===== config.mk =====
export PLATFORM = sky130hd
export DESIGN_NAME = fpu_seq
export DESIGN_NICKNAME = d
export VERILOG_FILES = /design/src/rtl/fpu_seq.sv
export SDC_FILE = /design/constraint.sdc
export NUM_CORES = 1
export LEC_CHECK = 0
export BUFFER_PORTS_ARGS = -buffer_cell sky130_fd_sc_hd__buf_4
export CORE_ASPECT_RATIO = 1.75
export CORE_MARGIN = 3
export CORE_UTILIZATION = 39
export CTS_CLUSTER_DIAMETER = 30
export DETAILED_ROUTE_END_ITERATION = 10
export PLACE_DENSITY = 0.69
export SLEW_MARGIN = 15
export SYNTH_ARGS = -nofsm -noshare
export SYNTH_HDL_FRONTEND = slang
export SYNTH_SLANG_ARGS = --single-unit

===== constraint.sdc =====
create_clock -name clk -period 3.7 [get_ports clk]
set_input_delay 0.37 -clock clk [delete_from_list [all_inputs] [get_ports clk]]
set_output_delay 0.37 -clock clk [all_outputs]
set_load 0.01 [all_outputs]

===== src/rtl/fpu_seq.sv =====
// Sequencer between execute and the single-issue FPU: accept, issue, wait out busy, writeback.
// One operation in flight at a time; a watchdog bounds the busy wait and sets a sticky err.
module fpu_seq #(
  parameter int TIMEOUT = 8
) (
  input  logic        clk,
  input  logic        rst,
  input  logic        req_valid,
  output logic        req_ready,
  input  logic [2:0]  req_sel,
  input  logic [31:0] req_a,
  input  logic [31:0] req_b,
  input  logic [31:0] req_c,
  input  logic [4:0]  req_rd,
  output logic [31:0] fpu_a,
  output logic [31:0] fpu_b,
  output logic [31:0] fpu_c,
  output logic [2:0]  fpu_sel,
  output logic        fpu_input_valid,
  input  logic [31:0] fpu_res,
  input  logic        fpu_busy,
  output logic        wb_valid,
  input  logic        wb_ready,
  output logic [31:0] wb_data,
  output logic [4:0]  wb_rd,
  output logic        err
);

  localparam int CW = $clog2(TIMEOUT + 1);
  localparam logic [CW-1:0] CNT_MAX = CW'(TIMEOUT);

  typedef enum logic [1:0] {IDLE, ISSUE, WAIT, WB} state_t;

  state_t          state_reg;
  logic [CW-1:0]   cnt_reg;
  logic [4:0]      rd_reg;

  assign req_ready = (state_reg == IDLE);

  always_ff @(posedge clk or negedge rst) begin
    if (!rst) begin
      state_reg       <= IDLE;
      cnt_reg         <= '0;
      rd_reg          <= '0;
      fpu_a           <= '0;
      fpu_b           <= '0;
      fpu_c           <= '0;
      fpu_sel         <= '0;
      fpu_input_valid <= 1'b0;
      wb_valid        <= 1'b0;
      wb_data         <= '0;
      wb_rd           <= '0;
      err             <= 1'b0;
    end else begin
      case (state_reg)
        IDLE: begin
          if (req_valid) begin
            fpu_sel         <= req_sel;
            fpu_a           <= req_a;
            fpu_b           <= req_b;
            fpu_c           <= req_c;
            rd_reg          <= req_rd;
            cnt_reg         <= '0;
            fpu_input_valid <= 1'b1;
            state_reg       <= ISSUE;
          end
        end
        ISSUE: begin
          fpu_input_valid <= 1'b0;
          cnt_reg         <= CW'(1);
          // Zero-latency ops never raise busy, so their result is ready in the issue cycle.
          if (!fpu_busy) begin
            wb_data   <= fpu_res;
            wb_rd     <= rd_reg;
            wb_valid  <= 1'b1;
            state_reg <= WB;
          end else begin
            state_reg <= WAIT;
          end
        end
        WAIT: begin
          if (!fpu_busy || cnt_reg == CNT_MAX) begin
            // On a watchdog expiry the result is still forwarded so the pipeline does not stall.
            if (fpu_busy) err <= 1'b1;
            wb_data   <= fpu_res;
            wb_rd     <= rd_reg;
            wb_valid  <= 1'b1;
            state_reg <= WB;
          end else if (cnt_reg != {CW{1'b1}}) begin
            cnt_reg <= cnt_reg + CW'(1);
          end
        end
        WB: begin
          if (wb_ready) begin
            wb_valid  <= 1'b0;
            state_reg <= IDLE;
          end
        end
        default: state_reg <= IDLE;
      endcase
    end
  end

endmodule


==> impl_metrics.py, run 1 <==
metrics = {
    "sta": {
        "finalClockSkew_ns": 0.0110,
        "worst_slew_pin_slew_ns": 1.00,
        "fin_crit_ns": 2.41,
        "fin_ws_ns": 1.29,
        "fin_crit_sh": 0.651,
        "finalSetupViolCount": 0,
        "fin_setup_tns_ns": 0,
        "relSlewSlack": 0.330,
        "hold_viol": 0,
        "slew_violations": 0,
        "fmax_ghz": 0.415,
        "grt_setup_unrepaired": "false",
    },
    "routing": {
        "drt_iter0_markers": 60,
        "avgRoutedWirePerCell_um": 18.6,
        "dr.pass1.iters": 4,
        "via_count": 4064,
        "final_antenna_net_count": 0,
        "wl_mm": 15.7,
        "drc": 0,
        "routed_via_density": 4.84,
    },
    "global_route": {
        "grt_pass1_wl_mm": 24.0,
        "grt_max_degree": 126,
        "grt_usage": 0.186,
        "antenna_found_initial": 1,
        "grt_pass1_vias": 4547,
        "grt_overflow": 0,
    },
    "floorplanning": {
        "initial_core_util": 0.405,
        "rows": 58,
        "fp.dieW_um": 99.0,
        "ios": 281,
        "dieArea_um2": 16700,
        "core_area_um2": 14600,
        "fp.dieH_um": 169,
    },
    "worst_setup_path": {
        "critPathKind": "reg2reg",
        "endpoint_kind": "register",
        "reg2reg_from": "state_reg[1]$_DFFE_PN0P_",
        "r2r_slack_ns": 1.29,
        "worstPathRequired_ns": 3.99,
        "cp_max_fo": 37,
        "max_stage_delay_ns": 0.76,
        "reg2reg_depth": 5,
        "cp-start-kind": "register",
        "worstPathCellList": "inv_1 -> ha_1 -> nor4bb_1 -> o22a_2 -> mux2_2",
        "cp.arrival_ns": 2.70,
        "critPathTopFamily": "compound AO/OA/AOI/OAI gates",
        "cp.depth": 5,
        "timing.rr.end": "wb_data[3]$_DFFE_PN0P_",
        "crit_slowest_cell": "o22a_2",
        "path_buf_inv": 1,
        "endpoint": "wb_data[3]$_DFFE_PN0P_",
        "cp-startpoint": "state_reg[1]$_DFFE_PN0P_",
    },
    "status": {
        "run_status": "completed",
    },
    "synthesis": {
        "synth_common_cells": "dfrtp_1 (150), mux2_2 (143), buf_2 (12)",
        "synthXorXnorAreaFrac": 0,
        "netlist_instances": 361,
        "ys_seq_area_frac": 0.636,
        "synth_top_area_cell": "dfrtp_1",
        "synth-edff-count": 0,
        "synth_seq_cells": 150,
        "synth_top_cell_area_share": 0.636,
        "synthSimpleGateAreaFrac": 0.0167,
        "yosys_warnings": 0,
        "synth_mux_area_frac": 0.280,
        "synth_top_family_by_area": "multiplexers",
        "synth_compound_area_frac": 0.0229,
        "synthAdderAreaFrac": 0.0170,
        "synthFlopType": "dfrtp_1",
        "synthDistinctLibCells": 31,
        "synthArstFlopShare": 1.00,
        "synth.area.top_cells": "dfrtp_1 (64%), mux2_2 (27%), ha_1 (1.7%)",
        "avgSynthCellArea_um2": 16.4,
        "synth_nets": 510,
        "syn_area_um2": 5900,
        "yosysMostFrequentCell": "dfrtp_1",
    },
    "final_layout": {
        "nets": 795,
        "fin_util": 0.599,
        "final_layout_size_suffix_gt1_frac": 0.701,
        "area.growth.synth_to_final_pct": 48.0,
    },
    "power_and_ir_drop": {
        "peakVddDrop_uv": 463,
        "p_leak_nw": 4.21,
        "p_per_area_nw_per_um2": 919,
    },
    "placed_design": {
        "hpwl_mm": 11.9,
        "port_buffers": 280,
        "gp_congestion": 0.776,
        "place_ws_ns": 1.30,
    },
    "clock_network": {
        "clk_pin_slew_worst_paths_ns": 0.06,
        "clk_latency_ns": 0.42,
        "cts_resized": 0,
        "postCtsHoldBufs": 0,
        "cts_htree_levels": 4,
        "clk_path_buf_depth": 2,
        "clock_sinks": 150,
        "clock-root-buffer": "clkbuf_16",
        "cts_setup_buffers": 0,
        "cts_tree": "yes",
        "cts_buffers": 17,
    },
    "job": {
        "max_cap_viol_count": 0,
    },
    "min_path": {
        "hold_class": "in2async",
    },
}
-- cell usage in the layout (no fill, tap or decap), types with 2 or more instances in the layout --
cell	synthesis	final
nand2_1	4	3
mux2i_1	3	3
mux2_2	143	143
buf_4	0	280
inv_1	8	8
nand3_1	2	2
nor2b_1	3	3
dfrtp_1	150	150
inv_6	0	5
bufinv_16	0	2
clkbuf_16	0	17
inv_8	0	2
clkinvlp_4	0	4
o221ai_1	2	2
ha_1	8	8
o21ai_0	3	3
a21oi_1	2	2
-- worst min-delay path by stage --
stage / slack [ns] / from / to / depth (start not counted)
floorplan: 0.07 / rst / cnt_reg[0]$_DFFE_PN0P_ / 0
global placement: 0.47 / err$_DFFE_PN0P_ / err$_DFFE_PN0P_ / 1
detailed placement: 0.47 / err$_DFFE_PN0P_ / err$_DFFE_PN0P_ / 1
CTS: 0.16 / fpu_res[15] / wb_data[15]$_DFFE_PN0P_ / 2
global route: 0.16 / req_c[12] / fpu_c[12]$_DFFE_PN0P_ / 2
finish: 0.09 / rst / fpu_a[22]$_DFFE_PN0P_ / 1
-- report_power, final --
group | internal (mW) | switching (mW)
Sequential | 2.47 | 0.443
Combinational | 1.96 | 1.41
Clock | 1.01 | 0.727
-- stage by stage --
step	hold slack [ns]	instance area (um2)	power, mW	std cells
floorplan	0.0744	5900	4.65	361
global placement	0.466	8140	6.25	807
detailed placement	0.474	8140	6.38	807
CTS	0.161	8730	8.15	839
global route	0.164	8740	8.50	840
finish	0.0882	8740	8.03	840
-- cells by family after synthesis --
group,after synthesis
adders and majority gates,8
and+or+nand+nor,16
muxes,147
AOI/OAI and AO/OA,16
buffers and inverters,24
DFF,150
-- layout make-up --
cell class | instances | area [um2]
Timing Repair Buffer | 282 | 2140
Fill cell | 1177 | 5850
Antenna cell | 1 | 2.50
Multi-Input combinational cell | 187 | 2000
Clock inverter | 14 | 165
Inverter | 8 | 30.0
Sequential cell | 150 | 3750
Clock buffer | 18 | 429
Tap cell | 180 | 225
-- routing by layer --
layer  GRT usage  part of all wire
met5           0                 0
met1       0.197              0.34
met3      0.0705             0.085
met2       0.321              0.54
met4      0.0916             0.040
(Power assumes the default switching activity.)
==> run 2, diff against run 1 <==
Settings changed: ABC_AREA set to 1.
Clock period 3.7 ns to 2.3 ns, I/O delays scaled along.
==> run 2 against run 1 <==
  * Clock skew fell by 0.0027 ns
  * Maximum frequency is 31% higher
  * Combinational power rose by 65%
  * Synthesized area increased by 1.4%
  * Cell count is 43% higher
==> impl_metrics.py, run 2 <==
metrics = {
    "status": {
        "run_status": "completed",
    },
    "synthesis": {
        "synth_seq_cells": 150,
        "synth.area.top_cells": "dfrtp_1 (63%), nand2_1 (25%), nand3_1 (3.8%)",
        "synthArstFlopShare": 1.00,
        "synth_nets": 831,
        "synth_top_area_cell": "dfrtp_1",
        "yosys_warnings": 0,
        "synth_top_cell_area_share": 0.627,
        "synth_common_cells": "nand2_1 (406), dfrtp_1 (150), nand3_1 (45)",
        "netlist_instances": 682,
        "synth-edff-count": 0,
        "syn_area_um2": 5990,
        "ys_seq_area_frac": 0.627,
        "yosysMostFrequentCell": "nand2_1",
        "synthFlopType": "dfrtp_1",
        "avgSynthCellArea_um2": 8.78,
        "synthDistinctLibCells": 22,
    },
    "final_layout": {
        "area.growth.synth_to_final_pct": 58.3,
        "diodes": 0,
        "finalNonFillerCells": 1204,
        "final_cell_mix": "nand2_1 (405), buf_4 (282), dfrtp_1 (150)",
        "fin_util": 0.632,
        "final_common_cell": "nand2_1",
        "nets": 1158,
        "final_layout_size_suffix_gt1_frac": 0.318,
    },
    "routing": {
        "routed_via_density": 4.60,
        "avgRoutedWirePerCell_um": 14.6,
        "dr.pass1.iters": 5,
        "drt_iter0_markers": 156,
        "final_antenna_net_count": 0,
        "drc": 0,
        "via_count": 5543,
        "wl_mm": 17.5,
    },
    "sta": {
        "worst_slew_pin_slew_ns": 0.593,
        "fin_crit_ns": 1.84,
        "fin_setup_tns_ns": 0,
        "grt_setup_unrepaired": "false",
        "hold_viol": 0,
        "slew_violations": 0,
        "fin_crit_sh": 0.800,
        "finalClockSkew_ns": 0.00825,
        "relSlewSlack": 0.604,
        "finalSetupViolCount": 0,
        "fmax_ghz": 0.544,
    },
    "placed_design": {
        "dp.cells": 1119,
        "hpwl_mm": 12.2,
        "gp_congestion": 0.779,
        "port_buffers": 280,
    },
    "global_route": {
        "grt_overflow": 0,
        "antenna_found_initial": 1,
        "grt_use_met2": 0.361,
        "met1_usage": 0.238,
        "grt_usage": 0.209,
        "grt.busiest_layer": "met2",
        "grt_max_degree": 104,
        "use_met3": 0.0550,
        "grt_pass1_wl_mm": 28.1,
        "grt_pass1_vias": 5693,
    },
    "clock_network": {
        "clock_sinks": 150,
        "cts_buffers": 17,
        "cts_setup_buffers": 0,
        "clk_pin_slew_worst_paths_ns": 0.06,
        "clk_path_buf_depth": 2,
        "clock-root-buffer": "clkbuf_16",
        "cts_htree_levels": 4,
        "clk_latency_ns": 0.40,
        "cts_tree": "yes",
    },
    "power_and_ir_drop": {
        "peakVddDrop_uv": 617,
        "power.total_mw": 13.3,
        "p_per_area_nw_per_um2": 1400,
        "p_leak_nw": 5.29,
    },
    "floorplanning": {
        "ios": 281,
        "core_area_um2": 15000,
        "fp.dieW_um": 99.7,
        "initial_core_util": 0.399,
        "rows": 59,
        "fp.dieH_um": 170,
        "dieArea_um2": 16900,
    },
    "worst_setup_path": {
        "cp.arrival_ns": 2.12,
        "cp_max_fo": 22,
        "endpoint_kind": "register",
        "r2r_slack_ns": 0.46,
        "critPathKind": "reg2reg",
        "worstPathRequired_ns": 2.58,
        "cp-start-kind": "register",
    },
    "job": {
        "max_cap_viol_count": 0,
    },
    "min_path": {
        "hold_class": "in2reg",
    },
}
## run 2: changes by cell type in the layout (fill, tap and decap cells not counted), sizes merged, moves of 4 or more
cell and change:
buf +7, mux2 -144, nand2 +403, nand3 +45, bufinv +4, nor2 +9
dlygate4sd3 +54
## run 2: power breakdown
group | switching, mW | internal [mW] | total (mW)
Sequential | 0.679 | 3.88 | 4.56
Clock | 1.08 | 2.04 | 3.12
Combinational | 3.00 | 2.57 | 5.57
## run 2: path summary, 6_finish.rpt
check / start / cells after the start / endpoint
min in group asynchronous: rst / 2 / fpu_a[30]$_DFFE_PN0P_
worst min-delay path: req_a[0] / 3 / fpu_a[0]$_DFFE_PN0P_
worst min register to register: wb_rd[2]$_DFFE_PN0P_ / 2 / wb_rd[2]$_DFFE_PN0P_
worst max register to register: state_reg[0]$_DFFE_PN0P_ / 8 / wb_rd[4]$_DFFE_PN0P_
max in group asynchronous: rst / 3 / fpu_c[30]$_DFFE_PN0P_
worst max-delay path: state_reg[0]$_DFFE_PN0P_ / 8 / wb_rd[4]$_DFFE_PN0P_
## run 2: what timing repair did
action | in CTS | in global routing
endpoints found under the hold margin | 112 | 0
endpoints found under the setup margin | 0 | 0
hold buffers | 54 | 0
gates resized for setup | 0 | 0
## run 2: worst max-delay path, cell delays in order (launching register included)
cell	delay, ns
dfrtp_1	0.42
inv_1	0.12
ha_1	0.34
nor2_2	0.11
nor2_8	0.12
nand2_2	0.22
buf_12	0.25
nand2_1	0.06
o21ai_0	0.07
## run 2: layer usage
metal,vias up,share of wire
met5,-,0.00074
met1,2552,0.36
met3,43,0.067
li1,2742,-
met2,204,0.53
met4,2,0.041
## run 2: stage by stage
step | area, um2 | setup WS, ns | hold WS [ns]
2_1_floorplan | 5990 | 0.775 | -0.0656
3_3_place_gp | 8280 | 0.553 | 0.252
3_5_place_dp | 8280 | 0.463 | 0.257
4_1_cts | 9470 | 0.451 | 0.000229
5_1_grt | 9470 | 0.321 | 0.0170
6_report | 9470 | 0.461 | 0.0167
## run 2: layout make-up
type | instances | area (um2)
multi-input combinational | 483 | 2010
tap | 183 | 229
sequential | 150 | 3750
timing repair buffer | 342 | 2770
clock inverter | 11 | 221
inverter | 15 | 56.3
fill | 1256 | 5510
clock buffer | 20 | 437
## run 2: logic make-up (layout without fill, tap and decap cells)
kind of cell               count (synthesis)  count (layout)  synth area share
AOI/OAI and AO/OA                          7               7           0.00648
buffers and inverters                     49             388            0.0387
DFF                                      150             150             0.627
xor gates and xnor gates                   1               1           0.00146
adders and majority gates                  8               8            0.0167
and+or+nand+nor                          467             467             0.310
==> run 3, diff against run 2 <==
Settings changed: ABC_AREA 1 to 0.
Clock period 2.3 ns to 1.7 ns, I/O delays scaled along.
==> run 3 against run 2 <==
  * Critical path type unchanged
  * Total power rose by 46%
  * The run now ends with setup timing left
  * Combinational power rose by 68%
  * Design area rose by 14%
  * Hold slack barely moved
  * Register-to-register slack got worse by 0.62 ns
==> impl_metrics.py, run 3 (same netlist as run 1, synthesis figures left out) <==
metrics = {
    "routing": {
        "dr.pass1.iters": 4,
        "drc": 0,
        "avgRoutedWirePerCell_um": 19.5,
        "drt_iter0_markers": 131,
        "via_count": 4940,
        "routed_via_density": 4.88,
        "final_antenna_net_count": 0,
        "wl_mm": 19.7,
    },
    "final_layout": {
        "area.growth.synth_to_final_pct": 82.4,
        "fin_area_um2": 10800,
        "seq_area_um2": 3750,
        "final_cell_mix": "buf_4 (304), dfrtp_1 (149), dlygate4sd3_1 (136)",
        "fin_util": 0.738,
        "final_common_cell": "buf_4",
        "final_layout_size_suffix_gt1_frac": 0.618,
        "n_fill_cell": 877,
        "nets": 969,
        "finalNonFillerCells": 1013,
        "multi_input_area_um2": 2260,
        "diodes": 0,
    },
    "worst_setup_path": {
        "cp_max_fo": 5,
        "max_stage_delay_ns": 0.44,
        "cp.arrival_ns": 2.15,
        "crit_slowest_cell": "dfrtp_2",
        "critPathKind": "reg2reg",
        "path_buf_inv": 2,
        "cp-start-kind": "register",
        "critPathTopFamily": "flip-flops",
        "worstPathCellList": "ha_4 -> nor4bb_4 -> o22a_4 -> buf_6 -> buf_12 -> mux2_4",
        "worstPathRequired_ns": 1.99,
        "endpoint_kind": "register",
    },
    "status": {
        "failed_checks": "setup timing",
        "run_status": "finished with violations",
    },
    "power_and_ir_drop": {
        "p_seq_frac": 0.335,
        "switchingPower_mw": 6.39,
        "p_per_area_nw_per_um2": 1790,
        "power.internal_mw": 12.9,
        "peakVddDrop_uv": 970,
        "p_clk_frac": 0.180,
        "power_frac_comb": 0.485,
        "switching_share": 0.331,
        "p_leak_nw": 5.13,
    },
    "floorplanning": {
        "core_area_um2": 14600,
        "dieArea_um2": 16700,
        "initial_core_util": 0.405,
        "rows": 58,
        "ios": 281,
        "fp.dieH_um": 169,
        "fp.dieW_um": 99.0,
    },
    "placed_design": {
        "placed_cell_area_um2": 8510,
        "place_ws_ns": -0.295,
        "hpwl_mm": 12.9,
        "gp_congestion": 0.819,
        "port_buffers": 280,
        "dp.cells": 833,
    },
    "clock_network": {
        "clk_pin_slew_worst_paths_ns": 0.07,
        "cts_htree_levels": 4,
        "clk_path_buf_depth": 2,
        "clock_sinks": 150,
        "cts_tree": "yes",
        "cts_buffers": 17,
        "clk_latency_ns": 0.42,
        "clock-root-buffer": "clkbuf_16",
    },
    "global_route": {
        "met1_usage": 0.236,
        "grt.busiest_layer": "met2",
        "grt_max_degree": 48,
        "grt_use_met2": 0.461,
        "grt_pass1_wl_mm": 30.9,
        "grt_pass1_vias": 5754,
        "grt_overflow": 0,
        "antenna_found_initial": 0,
        "grt_usage": 0.239,
        "use_met3": 0.0581,
    },
    "min_path": {
        "hold_class": "in2reg",
    },
    "sta": {
        "finalClockSkew_ns": 0.0130,
        "finalSetupViolCount": 41,
        "fin_crit_ns": 1.86,
        "fin_crit_sh": 1.09,
        "relSlewSlack": 0.709,
        "fin_setup_tns_ns": -5.05,
        "worst_slew_pin_slew_ns": 0.435,
        "fin_ws_ns": -0.159,
        "fmax_ghz": 0.538,
        "grt_setup_unrepaired": "true",
        "hold_viol": 0,
        "slew_violations": 0,
    },
    "job": {
        "max_cap_viol_count": 0,
    },
}
run 3: cell types whose count changed in the layout (fill, tap and decap cells not counted), sizes merged, moves of 3 or more:
cell         previous run  this run
nand4                   3         0
mux2                    0       144
nor2b                   0         3
mux2i                   0         3
dlygate4sd3            54       136
nor2                    9         0
nand2                 407         4
clkinv                  0         7
buf                   288       320
inv                    18        12
bufinv                  6         0
nand3                  47         2
run 3: per-layer routing:
metal / routed length, um / vias to the layer above
met5: 0 / -
met4: 695 / 0
met3: 1100 / 44
met2: 11600 / 213
met1: 6360 / 2474
li1: - / 2209
run 3: power by group through the flow:
| stage | Sequential [mW] | Clock (mW) | Combinational (mW) |
|---|---|---|---|
| global placement | 6.36 | 0 | 8.01 |
| floorplan | 7.10 | 0 | 3.40 |
| finish | 6.46 | 3.47 | 9.35 |
| detailed placement | 6.46 | 0 | 8.24 |
| global route | 6.68 | 3.71 | 9.87 |
| CTS | 6.41 | 3.54 | 9.34 |
run 3: timing repair:
item                       4_1_cts  5_1_grt
hold endpoints to repair       174        0
setup endpoints to repair      128       80
setup buffers                    6        3
pin swaps                        6        5
gates resized for setup         35        7
cloned                           5        0
hold buffers                   136        0
run 3: worst register-to-register path, stage by stage, from the launching register on:
cell and delay (ns):
dfrtp_2 0.44, ha_4 0.19, nor4bb_4 0.29, o22a_4 0.23, buf_6 0.14, buf_12 0.13, mux2_4 0.31
run 3: worst paths after layout:
kind                                           from                      end  slack [ns]  cells past startpoint
min reg2reg                         err$_DFFE_PN0P_          err$_DFFE_PN0P_        0.50                      1
max                        state_reg[0]$_DFFE_PN0P_  wb_data[13]$_DFFE_PN0P_       -0.16                      6
min in group asynchronous                       rst     fpu_a[3]$_DFFE_PN0P_        0.24                      2
min                                       req_c[24]    fpu_c[24]$_DFFE_PN0P_        0.02                      2
max in group asynchronous                       rst    fpu_c[29]$_DFFE_PN0P_        0.86                      3
max reg2reg                state_reg[0]$_DFFE_PN0P_  wb_data[13]$_DFFE_PN0P_       -0.16                      6
run 3: area by class of cell:
type,instances,area share
Clock buffer,18,0.0399
Clock inverter,14,0.0112
Inverter,8,0.00325
Multi-Input combinational cell,187,0.209
Sequential cell,150,0.349
Tap cell,180,0.0209
Timing Repair Buffer,456,0.367
run 3: per-stage QoR:
step                      total power [mW]  hold WS, ns
after floorplan                       10.5       -0.126
after global placement                14.4        0.123
after detailed placement              14.7        0.125
after CTS                             19.3      0.00453
after global routing                  20.3      0.00444
final                                 19.3       0.0166
